**config.mk**
```make
export PLATFORM = sky130hd
export DESIGN_NAME = surf_trig_tx_flat
export DESIGN_NICKNAME = d
export VERILOG_FILES = /design/src/rtl/surf_trig_tx_if.sv /design/src/rtl/surf_trig_tx.sv /design/src/flat_wrapper.sv
export SDC_FILE = /design/constraint.sdc
export NUM_CORES = 1
export LEC_CHECK = 0
export CORE_MARGIN = 5
export CORE_UTILIZATION = 48
export CTS_BUF_LIST = sky130_fd_sc_hd__clkbuf_4
export DETAILED_ROUTE_END_ITERATION = 12
export GPL_ROUTABILITY_DRIVEN = 0
export PLACE_DENSITY = 0.71
export SKIP_LAST_GASP = 1
export SYNTH_ARGS = -nofsm -noshare
export SYNTH_HDL_FRONTEND = slang
export SYNTH_SLANG_ARGS = --single-unit
```
**constraint.sdc**
```tcl
create_clock -name sysclk_i -period 5.45 [get_ports sysclk_i]
set_input_delay 1.635 -clock sysclk_i [delete_from_list [all_inputs] [get_ports sysclk_i]]
set_output_delay 1.635 -clock sysclk_i [all_outputs]
set_load 0.02 [all_outputs]
```
**src/rtl/surf_trig_tx_if.sv**
```systemverilog
//------------------------------------------------------------------------------
// Module  : surf_trig_tx_if
// Brief   : Trigger request stream (valid/ready) into the SURF trigger transmitter.
// Rev     : 1.0
//------------------------------------------------------------------------------
`default_nettype none

interface surf_trig_tx_if;
    logic [19:0] tdata;
    logic        tvalid;
    logic        tready;

    modport master (output tdata, output tvalid, input tready);
    modport slave  (input tdata, input tvalid, output tready);
endinterface

`default_nettype wire

```
**src/rtl/surf_trig_tx.sv**
```systemverilog
//------------------------------------------------------------------------------
// Module  : surf_trig_tx
// Brief   : Queues trigger requests and serializes each as header+meta words on
//           4-clock slots aligned to the 8-clock command cycle.
// Rev     : 1.0
//------------------------------------------------------------------------------
`default_nettype none

module surf_trig_tx #(
    parameter int          FIFO_DEPTH    = 16,
    parameter logic [15:0] TRAIN_PATTERN = 16'h6A5C
) (
    input  logic             sysclk_i,
    input  logic             sysclk_rst_n_i,
    input  logic             sysclk_phase_i,
    input  logic             enable_i,
    input  logic             train_i,
    surf_trig_tx_if.slave    s_trig,
    output logic [15:0]      trig_dat_o,
    output logic             trig_dat_valid_o,
    output logic [15:0]      trig_count_o,
    output logic [6:0]       fifo_count_o
);

    localparam int         c_AW    = $clog2(FIFO_DEPTH);
    localparam logic [6:0] c_DEPTH = 7'(FIFO_DEPTH);

    typedef enum logic [0:0] {
        ST_IDLE = 1'b0,
        ST_META = 1'b1
    } state_t;

    state_t          r_state;
    state_t          w_state_nxt;
    logic [2:0]      r_cnt;
    logic            r_locked;
    logic            r_alive;
    logic [19:0]     r_mem [FIFO_DEPTH];
    logic [c_AW-1:0] r_wr_ptr;
    logic [c_AW-1:0] r_rd_ptr;
    logic [6:0]      r_fifo_count;
    logic [7:0]      r_meta;
    logic [15:0]     r_dat;
    logic [15:0]     r_trig_count;

    logic            w_slot;
    logic            w_push;
    logic            w_pop;
    logic            w_empty;
    logic            w_full;
    logic [19:0]     w_head;
    logic [15:0]     w_dat_nxt;

    assign w_empty        = (r_fifo_count == 7'd0);
    assign w_full         = (r_fifo_count == c_DEPTH);
    assign w_head         = r_mem[r_rd_ptr];
    // r_alive keeps tready low while reset is held and for the release edge.
    assign s_trig.tready  = r_alive && !w_full;
    assign w_push         = s_trig.tvalid && r_alive && !w_full;
    assign w_slot         = sysclk_phase_i || (r_locked && (r_cnt == 3'd4));

    assign trig_dat_o       = r_dat;
    assign trig_dat_valid_o = r_locked;
    assign trig_count_o     = r_trig_count;
    assign fifo_count_o     = r_fifo_count;

    always_comb begin
        w_state_nxt = r_state;
        w_dat_nxt   = r_dat;
        w_pop       = 1'b0;
        if (w_slot) begin
            case (r_state)
                ST_IDLE: begin
                    if (train_i) begin
                        w_dat_nxt = TRAIN_PATTERN;
                    end else if (enable_i && !w_empty) begin
                        w_pop       = 1'b1;
                        w_dat_nxt   = {1'b1, 3'b000, w_head[11:0]};
                        w_state_nxt = ST_META;
                    end else begin
                        w_dat_nxt = 16'h0000;
                    end
                end
                ST_META: begin
                    // Metadata always follows its header, whatever train/enable do.
                    w_dat_nxt   = {8'h00, r_meta};
                    w_state_nxt = ST_IDLE;
                end
            endcase
        end
    end

    always_ff @(posedge sysclk_i or negedge sysclk_rst_n_i) begin
        if (!sysclk_rst_n_i) begin
            r_state      <= ST_IDLE;
            r_dat        <= 16'h0000;
            r_meta       <= 8'h00;
            r_trig_count <= 16'h0000;
        end else begin
            r_state <= w_state_nxt;
            r_dat   <= w_dat_nxt;
            if (w_pop) begin
                r_meta       <= w_head[19:12];
                r_trig_count <= r_trig_count + 16'd1;
            end
        end
    end

    always_ff @(posedge sysclk_i or negedge sysclk_rst_n_i) begin
        if (!sysclk_rst_n_i) begin
            r_cnt    <= 3'd0;
            r_locked <= 1'b0;
            r_alive  <= 1'b0;
        end else begin
            r_alive <= 1'b1;
            if (sysclk_phase_i) begin
                r_cnt    <= 3'd1;
                r_locked <= 1'b1;
            end else begin
                r_cnt <= r_cnt + 3'd1;
            end
        end
    end

    always_ff @(posedge sysclk_i or negedge sysclk_rst_n_i) begin
        if (!sysclk_rst_n_i) begin
            r_wr_ptr     <= '0;
            r_rd_ptr     <= '0;
            r_fifo_count <= 7'd0;
        end else begin
            if (w_push) begin
                r_wr_ptr <= r_wr_ptr + 1'b1;
            end
            if (w_pop) begin
                r_rd_ptr <= r_rd_ptr + 1'b1;
            end
            case ({w_push, w_pop})
                2'b10:   r_fifo_count <= r_fifo_count + 7'd1;
                2'b01:   r_fifo_count <= r_fifo_count - 7'd1;
                default: r_fifo_count <= r_fifo_count;
            endcase
        end
    end

    always_ff @(posedge sysclk_i) begin
        if (w_push) begin
            r_mem[r_wr_ptr] <= s_trig.tdata;
        end
    end

endmodule

`default_nettype wire
```
**src/flat_wrapper.sv**
```systemverilog
// flat-port wrapper written by rule: the top's interface ports become plain ports
module surf_trig_tx_flat 
#(
    parameter int          FIFO_DEPTH    = 16,
    parameter logic [15:0] TRAIN_PATTERN = 16'h6A5C
)
  (sysclk_i, sysclk_rst_n_i, sysclk_phase_i, enable_i, train_i, trig_dat_o, trig_dat_valid_o, trig_count_o, fifo_count_o, s_trig_tdata, s_trig_tvalid, s_trig_tready);
  surf_trig_tx_if s_trig_i ();
  input  logic sysclk_i;
  input  logic sysclk_rst_n_i;
  input  logic sysclk_phase_i;
  input  logic enable_i;
  input  logic train_i;
  output logic [15:0] trig_dat_o;
  output logic trig_dat_valid_o;
  output logic [15:0] trig_count_o;
  output logic [6:0] fifo_count_o;
  input wire logic [$bits(s_trig_i.tdata)-1:0] s_trig_tdata;
  input wire logic [$bits(s_trig_i.tvalid)-1:0] s_trig_tvalid;
  output wire logic [$bits(s_trig_i.tready)-1:0] s_trig_tready;
  assign s_trig_i.tdata = s_trig_tdata;
  assign s_trig_i.tvalid = s_trig_tvalid;
  assign s_trig_tready = s_trig_i.tready;
  surf_trig_tx #(.FIFO_DEPTH(FIFO_DEPTH), .TRAIN_PATTERN(TRAIN_PATTERN)) u_core (.sysclk_i(sysclk_i), .sysclk_rst_n_i(sysclk_rst_n_i), .sysclk_phase_i(sysclk_phase_i), .enable_i(enable_i), .train_i(train_i), .s_trig(s_trig_i), .trig_dat_o(trig_dat_o), .trig_dat_valid_o(trig_dat_valid_o), .trig_count_o(trig_count_o), .fifo_count_o(fifo_count_o));
endmodule
```
Yosys cells after proc, flatten, opt, wreduce, memory -nomap -nowiden

Memory sizes are Yosys's and may differ from the RTL's.
Index checks and enable logic that the tools add are counted.

Register bits after elaboration: 61
Bits in writable memories: 320
Bits of input ports: 26
Output and inout port bits: 41
Word-level logic and storage cells: 44
Memories: 1

$add $sub $neg: 6
Equal/unequal tests: 4
Muxes and demuxes: 12
Bitwise gates (word level): 1
Reduce and logical (&&, ||, !) cells: 10

Memory list:

| memory       | words | width | rd ports | clocked after Yosys merged registers in | wr ports | line               | RTL |
|---|---|---|---|---|---|---|---|
| u_core.r_mem | 16    | 20    | 1        | 0                                       | 1        | surf_trig_tx.sv:38 | `logic [19:0] r_mem [FIFO_DEPTH];` |

Operators by type and width:

| operator                | count |
|---|---|
| $mux W16                | 2 |
| $pmux W16 S2            | 1 |
| $add A16 B1 Y16 const B | 1 |
| $pmux W7 S2             | 1 |
| $add A4 B1 Y4 const B   | 2 |
| $add A7 B1 Y7 const B   | 1 |
| $eq A7 B5 Y1 const B    | 1 |
| $logic_not A7 Y1        | 1 |
| $sub A7 B1 Y7 const B   | 1 |
| $mux W1                 | 6 |
| $logic_and A1 B1 Y1     | 5 |
| $add A3 B1 Y3 const B   | 1 |
| $eq A3 B3 Y1 const B    | 1 |
| $mux W3                 | 1 |
| $eq A2 B1 Y1 const B    | 1 |
| $eq A2 B2 Y1 const B    | 1 |
| $logic_not A1 Y1        | 2 |
| $pmux W1 S2             | 1 |
| $reduce_bool A2 Y1      | 1 |
| $logic_or A1 B1 Y1      | 1 |
| $not A1 Y1              | 1 |

Longest topological paths before layout

Gate-level depths: netlist of run 1.

Depth after elaboration: 9
Mapped depth: 13

Worst setup path before layout of run 1

Ideal clock, no wire load.

Path kind: input-to-reg
From: input sysclk_phase_i
To: register u_core.r_fifo_count[6] (netlist: u_core.fifo_count_o[6])
Library setup time: 133 ps
Arrival: 4398 ps
Data required time: 5317 ps
Path slack: 920 ps
Cell stages on the path: 11
Cell sequence: a31oi_1 -> nor3b_2 -> nand2_1 -> inv_1 -> buf_4 -> ha_1 -> fa_1 -> a211o_1 -> nand3_1 -> or4b_2 -> xor2_1

Word-level cells in the longest chain between the ends: 4
Elaborated cells between the ends (all ways): 6

Ends and longest elaborated chain:

| item                                                     | line                | RTL |
|---|---|---|
| start, declared                                          | flat_wrapper.sv:11  | `input logic sysclk_phase_i;` |
| $logic_or A1 B1 Y1 (*)                                   | surf_trig_tx.sv:60  | `assign w_slot = sysclk_phase_i \|\| (r_locked && (r_cnt == 3'd4));` |
| $mux W1 (*)                                              | surf_trig_tx.sv:71  | `if (w_slot) begin` |
| named net u_core.w_pop                                   | surf_trig_tx.sv:48  | `logic w_pop;` |
| $eq A2 B1 Y1 / $eq A2 B2 Y1 (equally long branches)      | surf_trig_tx.sv:137 | `case ({w_push, w_pop})` |
| $pmux W7 S2 / $reduce_bool A2 Y1 (equally long branches) | n/a                 |  |
| end signal, assigned                                     | surf_trig_tx.sv:138 | `2'b10: r_fifo_count <= r_fifo_count + 7'd1;` |
| end signal, assigned                                     | surf_trig_tx.sv:139 | `2'b01: r_fifo_count <= r_fifo_count - 7'd1;` |
| end signal, assigned                                     | surf_trig_tx.sv:140 | `default: r_fifo_count <= r_fifo_count;` |
| end, declared                                            | surf_trig_tx.sv:41  | `logic [6:0] r_fifo_count;` |

Mark *: on every way through the listed nets, which the timed path passes. The rest lies on a longest branch.
A chain may end at the register's enable or synchronous reset.

Final worst setup path of run 1

From: input sysclk_phase_i
To: register u_core.r_fifo_count[6] (netlist: u_core.fifo_count_o[6])

Word-level cells in the longest chain between the ends: 4
Elaborated cells between the ends (all ways): 6

Ends and longest elaborated chain:

| item                                                     | line |
|---|---|
| $logic_or A1 B1 Y1 (*)                                   | surf_trig_tx.sv:60 |
| $mux W1 (*)                                              | surf_trig_tx.sv:71 |
| $eq A2 B1 Y1 / $eq A2 B2 Y1 (equally long branches)      | surf_trig_tx.sv:137 |
| $pmux W7 S2 / $reduce_bool A2 Y1 (equally long branches) | n/a |

Every way passes the cells marked *; elsewhere a longest branch is shown, timed or not.

==> metrics.md, run 1 <==
| Metric | Value |
|---|---|
| Post-synth net total | 793 |
| Met1 Wirelength | 13100 um |
| ANT nets after route | 0 |
| Dpl hpwl | 17800 um |
| Hold-fix buffers, CTS | 0 |
| Layout cell share with drive strength beyond 1 | 30.0% |
| Synth Flop Type | edfxtp_1 |
| Critical Path Sink Type | flop |
| Synth top area share | 63.8% |
| RSZ-0062 raised after global routing | no |
| Worst-path clk slew | 60 ps |
| Htree depth | 3 |
| Finished Core Util | 56.8% |
| Sequential area share after synthesis | 73.5% |
| Final Setup Violations | 0 |
| CTS tree | done |
| Net Sw Power | 0.00237 W |
| Wire per inst | 22.5 um |
| Worst reg2reg setup slack | 1730 ps |
| Mapped cell area | 0.0151 mm2 |
| Vias | 7826 |
| Initial antenna violation count | 1 |
| CP max stage cell | or4b_2 |
| First drt pass iteration count | 5 |
| Longest Clk Path Bufs | 3 |
| Metal2 WL | 15300 um |
| Largest net degree at the start of global routing | 84 |
| Number of global-route vias before repair | 8159 |
| Status | finished, final reports clean |
| # DRC | 0 |
| Final Hold Vio Count | 0 |
| Clock skew | 70.6 ps |
| Fillers | 2345 |
| Pwr/cell area | 459 mW/mm2 |
| Maximum clock rate | 0.237 GHz |
| Top cells by area, synth | edfxtp_1 64%, mux4_2 13%, dfrtp_1 9.6% |
| Met3 wire length | 2100 um |
| Initial core utilization | 49.0% |
| Sequential power share | 45.6% |
| Crit path DAT | 4820 ps |
| Final period util | 77.5% |
| Area occupied by registers | 0.0111 mm2 |
| CTS Buf Count | 95 |
| Root Driver | clkbuf_4 |
| DRT Wirelength | 30900 um |
| Placed cell count | 1206 |
| Hold slack | 474 ps |
| Cell accounting for the most synthesized area | edfxtp_1 |
| Slew @ Worst Pin | 909 ps |
| Post-synth EDFFs | 320 |
| Die Area | 0.0350 mm2 |
| Crit-path max FO | 10 |
| Max-Cap Viols | 0 |
| CP Class | in -> reg |
| Post-CTS setup buffer count | 0 |
| Port Buffers | 65 |
| Post-Route Setup TNS | 0 ps |
| Area added between synthesis and finish | 16.0% |
| Critical Path Max Stage Delay | 600 ps |
| Sw Share | 29.6% |
| Fin. max-slew vios | 0 |
| Post-cts sizing count | 0 |
| Die Height | 187 um |
| Fin nets | 948 |
| Yosys warns | 0 |
| Grt total ovfl | 0 |
| Syn_area_per_cell | 20.0 um2 |
| Cells after Synth | 752 |
| Seq cells post-synth | 378 |
| Critical Path RT | 6040 ps |
| Internal Pwr Total | 0.00565 W |
| Ports | 67 |
| Comb pwr share | 25.4% |
| Max layer used | met4 |
| Commonest non-fill, non-tap cells in the layout | 320 x edfxtp_1, 145 x clkbuf_4, 84 x mux4_2 |
| First-pass GRT wire length | 47900 um |
| Hold/Removal Path Class | reg -> reg |
| Worst path cell trace | clkdlybuf4s50_1 -> a31oi_1 -> nor3b_2 -> nand2_1 -> inv_1 -> ha_1 -> fa_1 -> a211o_1 -> nand3_1 -> or4b_2 -> xor2_1 |
| LEAKAGE | 6.07 nW |
| Core region area | 0.0307 mm2 |
| Minimum clock period | 4220 ps |
| Post-synth ARST share | 15.3% |
| Clock share of power | 29.0% |
| Drt first-iter violations | 657 |
| Commonest non-fill, non-tap cell in the layout | edfxtp_1 |
| Finished Layout Cells | 1373 |
| Worst vdd ir | 0.000355 V |
| Startpoint class of the critical path | input port |
| Worst skew pair latency | 760 ps |
| Gr usage total | 17.8% |
| Cell Rows | 64 |
| Vias/cell | 5.70 |
| CTS Sinks | 378 |
| Synth cell types | 47 |
| Die X | 187 um |
| Slew margin rel. | 39.4% |
| Multi-input logic area | 0.00376 mm2 |
[power groups by stage]
stage                     Sequential (W)  Clock, W  Combinational, W
after floorplan                  0.00366         0           0.00145
after global placement           0.00370         0           0.00205
after detailed placement         0.00371         0           0.00207
after CTS                        0.00365   0.00239           0.00207
after global routing             0.00368   0.00255           0.00221
final                            0.00365   0.00232           0.00204
[cell type report]
type | instances | share of cell area [%]
Sequential cell | 378 | 63.4
Multi-Input combinational cell | 326 | 21.6
Clock buffer | 145 | 6.24
Timing Repair Buffer | 92 | 4.93
Tap cell | 396 | 2.84
Clock inverter | 21 | 0.724
Inverter | 14 | 0.301
Antenna cell | 1 | 0.0143
[metrics by stage]
stage / power (W) / area, um2 / setup WS, ps
final: 0.00802 / 17500 / 1230
after CTS: 0.00812 / 17500 / 1280
after detailed placement: 0.00578 / 16200 / 530
after floorplan: 0.00511 / 15100 / 920
after global placement: 0.00575 / 16200 / 633
after global routing: 0.00843 / 17500 / 1120
[state kept, by name, indices dropped and copies added (netlist names), 3 cells and up]
register             cells
u_core.fifo_count_o      7
u_core.r_cnt             3
u_core.r_mem           320
u_core.r_meta            8
u_core.r_rd_ptr          4
u_core.r_wr_ptr          4
u_core.trig_count_o     16
u_core.trig_dat_o       13
[worst paths after layout]
kind / startpoint / endpoint / depth (start not counted)
setup reg to reg: u_core.fifo_count_o[0] / u_core.fifo_count_o[6] / 11
hold reg to reg: u_core.trig_count_o[15] / u_core.trig_count_o[15] / 1
max in group asynchronous: sysclk_rst_n_i / u_core.r_rd_ptr[0] / 2
setup / recovery: sysclk_phase_i / u_core.fifo_count_o[6] / 11
hold / removal: u_core.trig_count_o[15] / u_core.trig_count_o[15] / 1
min in group asynchronous: sysclk_rst_n_i / u_core.r_cnt[0] / 2
[cells in the mapped netlist (all sizes together) (4+ instances only)]
master / number
edfxtp: 320
mux4: 84
dfrtp: 58
mux2i: 42
nand3: 26
xnor2: 24
buf: 21
nand2: 21
ha: 14
inv: 14
mux2: 14
clkbuf: 13
and2: 12
nand4: 10
nor2: 10
and3: 7
o21ai: 7
a211o: 5
a21oi: 5
nor3b: 4
o221ai: 4
[layer usage]
layer,track usage (%),vias to the layer above
li1,-,3426
met1,24.0,4038
met2,29.2,318
met3,4.65,44
met4,4.98,0
met5,0,-
[worst max-delay path: cells and delay by family]
| family | cells | cell delay, ps |
|---|---|---|
| adders and majority gates | 2 | 810 |
| buffers and inverters | 2 | 580 |
| AOI/OAI and AO/OA | 2 | 650 |
| xor gates and xnor gates | 1 | 160 |
| and+or+nand+nor | 4 | 970 |
[cells by family (layout without fill, tap and decap cells)]
| logic type | count (synthesis) | in the layout | share of synthesized area [%] |
|---|---|---|---|
| flip-flops | 378 | 378 | 73.5 |
| multiplexers | 140 | 140 | 16.4 |
| AND/OR/NAND/NOR | 105 | 105 | 3.88 |
| buffers and inverters | 48 | 272 | 1.60 |
| AO/OA/AOI/OAI | 38 | 38 | 1.79 |
| XOR/XNOR | 26 | 26 | 1.51 |
| adder cells (fa/ha/maj) | 15 | 15 | 1.30 |
| other | 2 | 3 | 0.0499 |
(Power assumes the default switching activity.)
==> run 2: changes to the inputs <==
PLACE_DENSITY = 0.73   (was 0.71)
clock period = 3.6 ns   (was 5.45 ns; I/O delays follow)
==> run 2 against run 1 <==
Compared with the run above: global-route usage up 0.16 points; sequential cell count unchanged; die area unchanged; combinational power up 57%; worst setup slack worse by 1000 ps; critical path depth down 7; cell count up 2.9%; clock-buffer cell count up 2; critical endpoint is now s_trig_tready; largest power group unchanged.
==> metrics.md, run 2 (same netlist as run 1, synthesis figures left out) <==
| Metric | Value |
|---|---|
| Area added between synthesis and finish | 18.8% |
| Fin nets | 979 |
| DRT Wirelength | 31200 um |
| Design area | 0.0179 mm2 |
| Hold/Removal Path Class | in -> async |
| Gr usage total | 18.0% |
| Max reg flops | 320 |
| Critical Path RT | 2520 ps |
| Vias/cell | 5.61 |
| Crit path DAT | 2310 ps |
| Wire per inst | 22.1 um |
| RSZ-0062 raised after global routing | no |
| Htree depth | 3 |
| CP Class | reg -> out |
| Initial antenna violation count | 2 |
| First drt pass iteration count | 6 |
| Drt first-iter violations | 670 |
| LEAKAGE | 6.29 nW |
| Multi-input logic area | 0.00381 mm2 |
| Die X | 187 um |
| Fin. max-slew vios | 0 |
| Biggest register | u_core.r_mem |
| CP Depth | 4 |
| Commonest non-fill, non-tap cell in the layout | edfxtp_1 |
| Placed Instance Area | 0.0166 mm2 |
| Minimum clock period | 3390 ps |
| Commonest non-fill, non-tap cells in the layout | 320 x edfxtp_1, 147 x clkbuf_4, 84 x mux4_2 |
| Die Height | 187 um |
| Area occupied by registers | 0.0111 mm2 |
| Pwr/cell area | 693 mW/mm2 |
| Final period util | 94.1% |
| Worst path cell trace | nor4_4 -> buf_4 -> a31oi_1 -> clkdlybuf4s50_1 |
| Number of global-route vias before repair | 8247 |
| Initial core utilization | 49.0% |
| Worst skew pair latency | 720 ps |
| Layout cell share with drive strength beyond 1 | 32.8% |
| CTS tree | done |
| CP max stage cell | clkdlybuf4s50_1 |
| Root Driver | clkbuf_4 |
| Critical Path Max Stage Delay | 550 ps |
| Ports | 67 |
| Crit-path max FO | 5 |
| Port Buffers | 65 |
| CTS Buf Count | 93 |
| Max-Cap Viols | 0 |
| Finished Core Util | 58.2% |
| PnR worst setup slack | 211 ps |
| Core region area | 0.0307 mm2 |
| Die Area | 0.0350 mm2 |
| Pre-CTS setup slack | -235 ps |
| Largest net degree at the start of global routing | 68 |
| Startpoint class of the critical path | flop |
| Maximum clock rate | 0.295 GHz |
| Fillers | 2315 |
| Slew margin rel. | 34.6% |
| First-pass GRT wire length | 48400 um |
| CTS Sinks | 378 |
| Critical Path Sink Type | primary output |
| Slew @ Worst Pin | 981 ps |
| Cell Rows | 64 |
| Crit path buf inv count | 2 |
| Worst vdd ir | 0.000418 V |
| Longest Clk Path Bufs | 3 |
| Family with the most delay on the worst path | buffers and inverters |
| Final Hold Vio Count | 0 |
| Final Setup Violations | 0 |
| # DRC | 0 |
| Grt total ovfl | 0 |
| Total Power | 0.0124 W |
| Status | finished, final reports clean |
| Clock skew | 73.7 ps |
| FF-to-FF path depth | 11 |
| Worst-path clk slew | 60 ps |
| Vias | 7925 |
| Dpl hpwl | 19400 um |
| ANT nets after route | 0 |
==> run 2: cell type report <==
type | instances | area share, %
sequential | 378 | 61.9
multi-input combinational | 326 | 21.3
timing repair buffer | 125 | 6.69
clock buffer | 147 | 6.17
tap | 396 | 2.77
clock inverter | 24 | 0.833
inverter | 14 | 0.294
antenna | 3 | 0.0420
==> run 2: per-stage QoR <==
| step | hold WS (ps) | TNS, ps | std cells |
|---|---|---|---|
| after CTS | 365 | 0 | 1410 |
| after global routing | 392 | 0 | 1413 |
| after floorplan | 440 | 0 | 752 |
| final | 411 | 0 | 1413 |
| after detailed placement | 469 | -332 | 1239 |
| after global placement | 457 | -273 | 1239 |
==> run 2: report_power, final <==
group	switching (W)	internal (W)
combinational	0.00152	0.00168
clock	0.00165	0.00194
sequential	0.000443	0.00514
total	0.00362	0.00877
==> run 2: repair_timing <==
action	CTS	global route
setup endpoints to repair	0	1
hold buffers	0	0
resized for setup	0	1
setup buffers	0	0
==> run 2: worst paths after layout <==
path,from,endpoint,slack [ps]
setup / recovery,u_core.fifo_count_o[0],s_trig_tready,210
hold / removal,sysclk_rst_n_i,u_core.fifo_count_o[0],410
setup reg to reg,u_core.fifo_count_o[5],u_core.fifo_count_o[6],570
hold reg to reg,u_core.r_cnt[0],u_core.r_cnt[0],470
max in group asynchronous,sysclk_rst_n_i,u_core.trig_dat_o[8],2570
min in group sysclk_i,u_core.r_cnt[0],u_core.r_cnt[0],470
==> run 2: metal layers <==
| metal | share of wire (%) | up-vias | global-route usage [%] | routed length [um] |
|---|---|---|---|---|
| li1 | - | 3496 | - | - |
| met1 | 43 | 4066 | 25.2 | 13400 |
| met2 | 49 | 315 | 28.7 | 15200 |
| met3 | 7.2 | 46 | 4.29 | 2240 |
| met4 | 1.3 | 2 | 4.92 | 410 |
| met5 | 0.035 | - | 0 | 11 |
==> run 2: worst reg2reg max path: stages, from the launching register on <==
cell     delay, ps
dfrtp_1        450
nor3_1         400
a21oi_1        170
nand2_2        100
inv_1           80
ha_4           200
buf_4          150
ha_1           290
o21a_1         160
a21oi_1         70
or4b_2         680
xor2_1         160
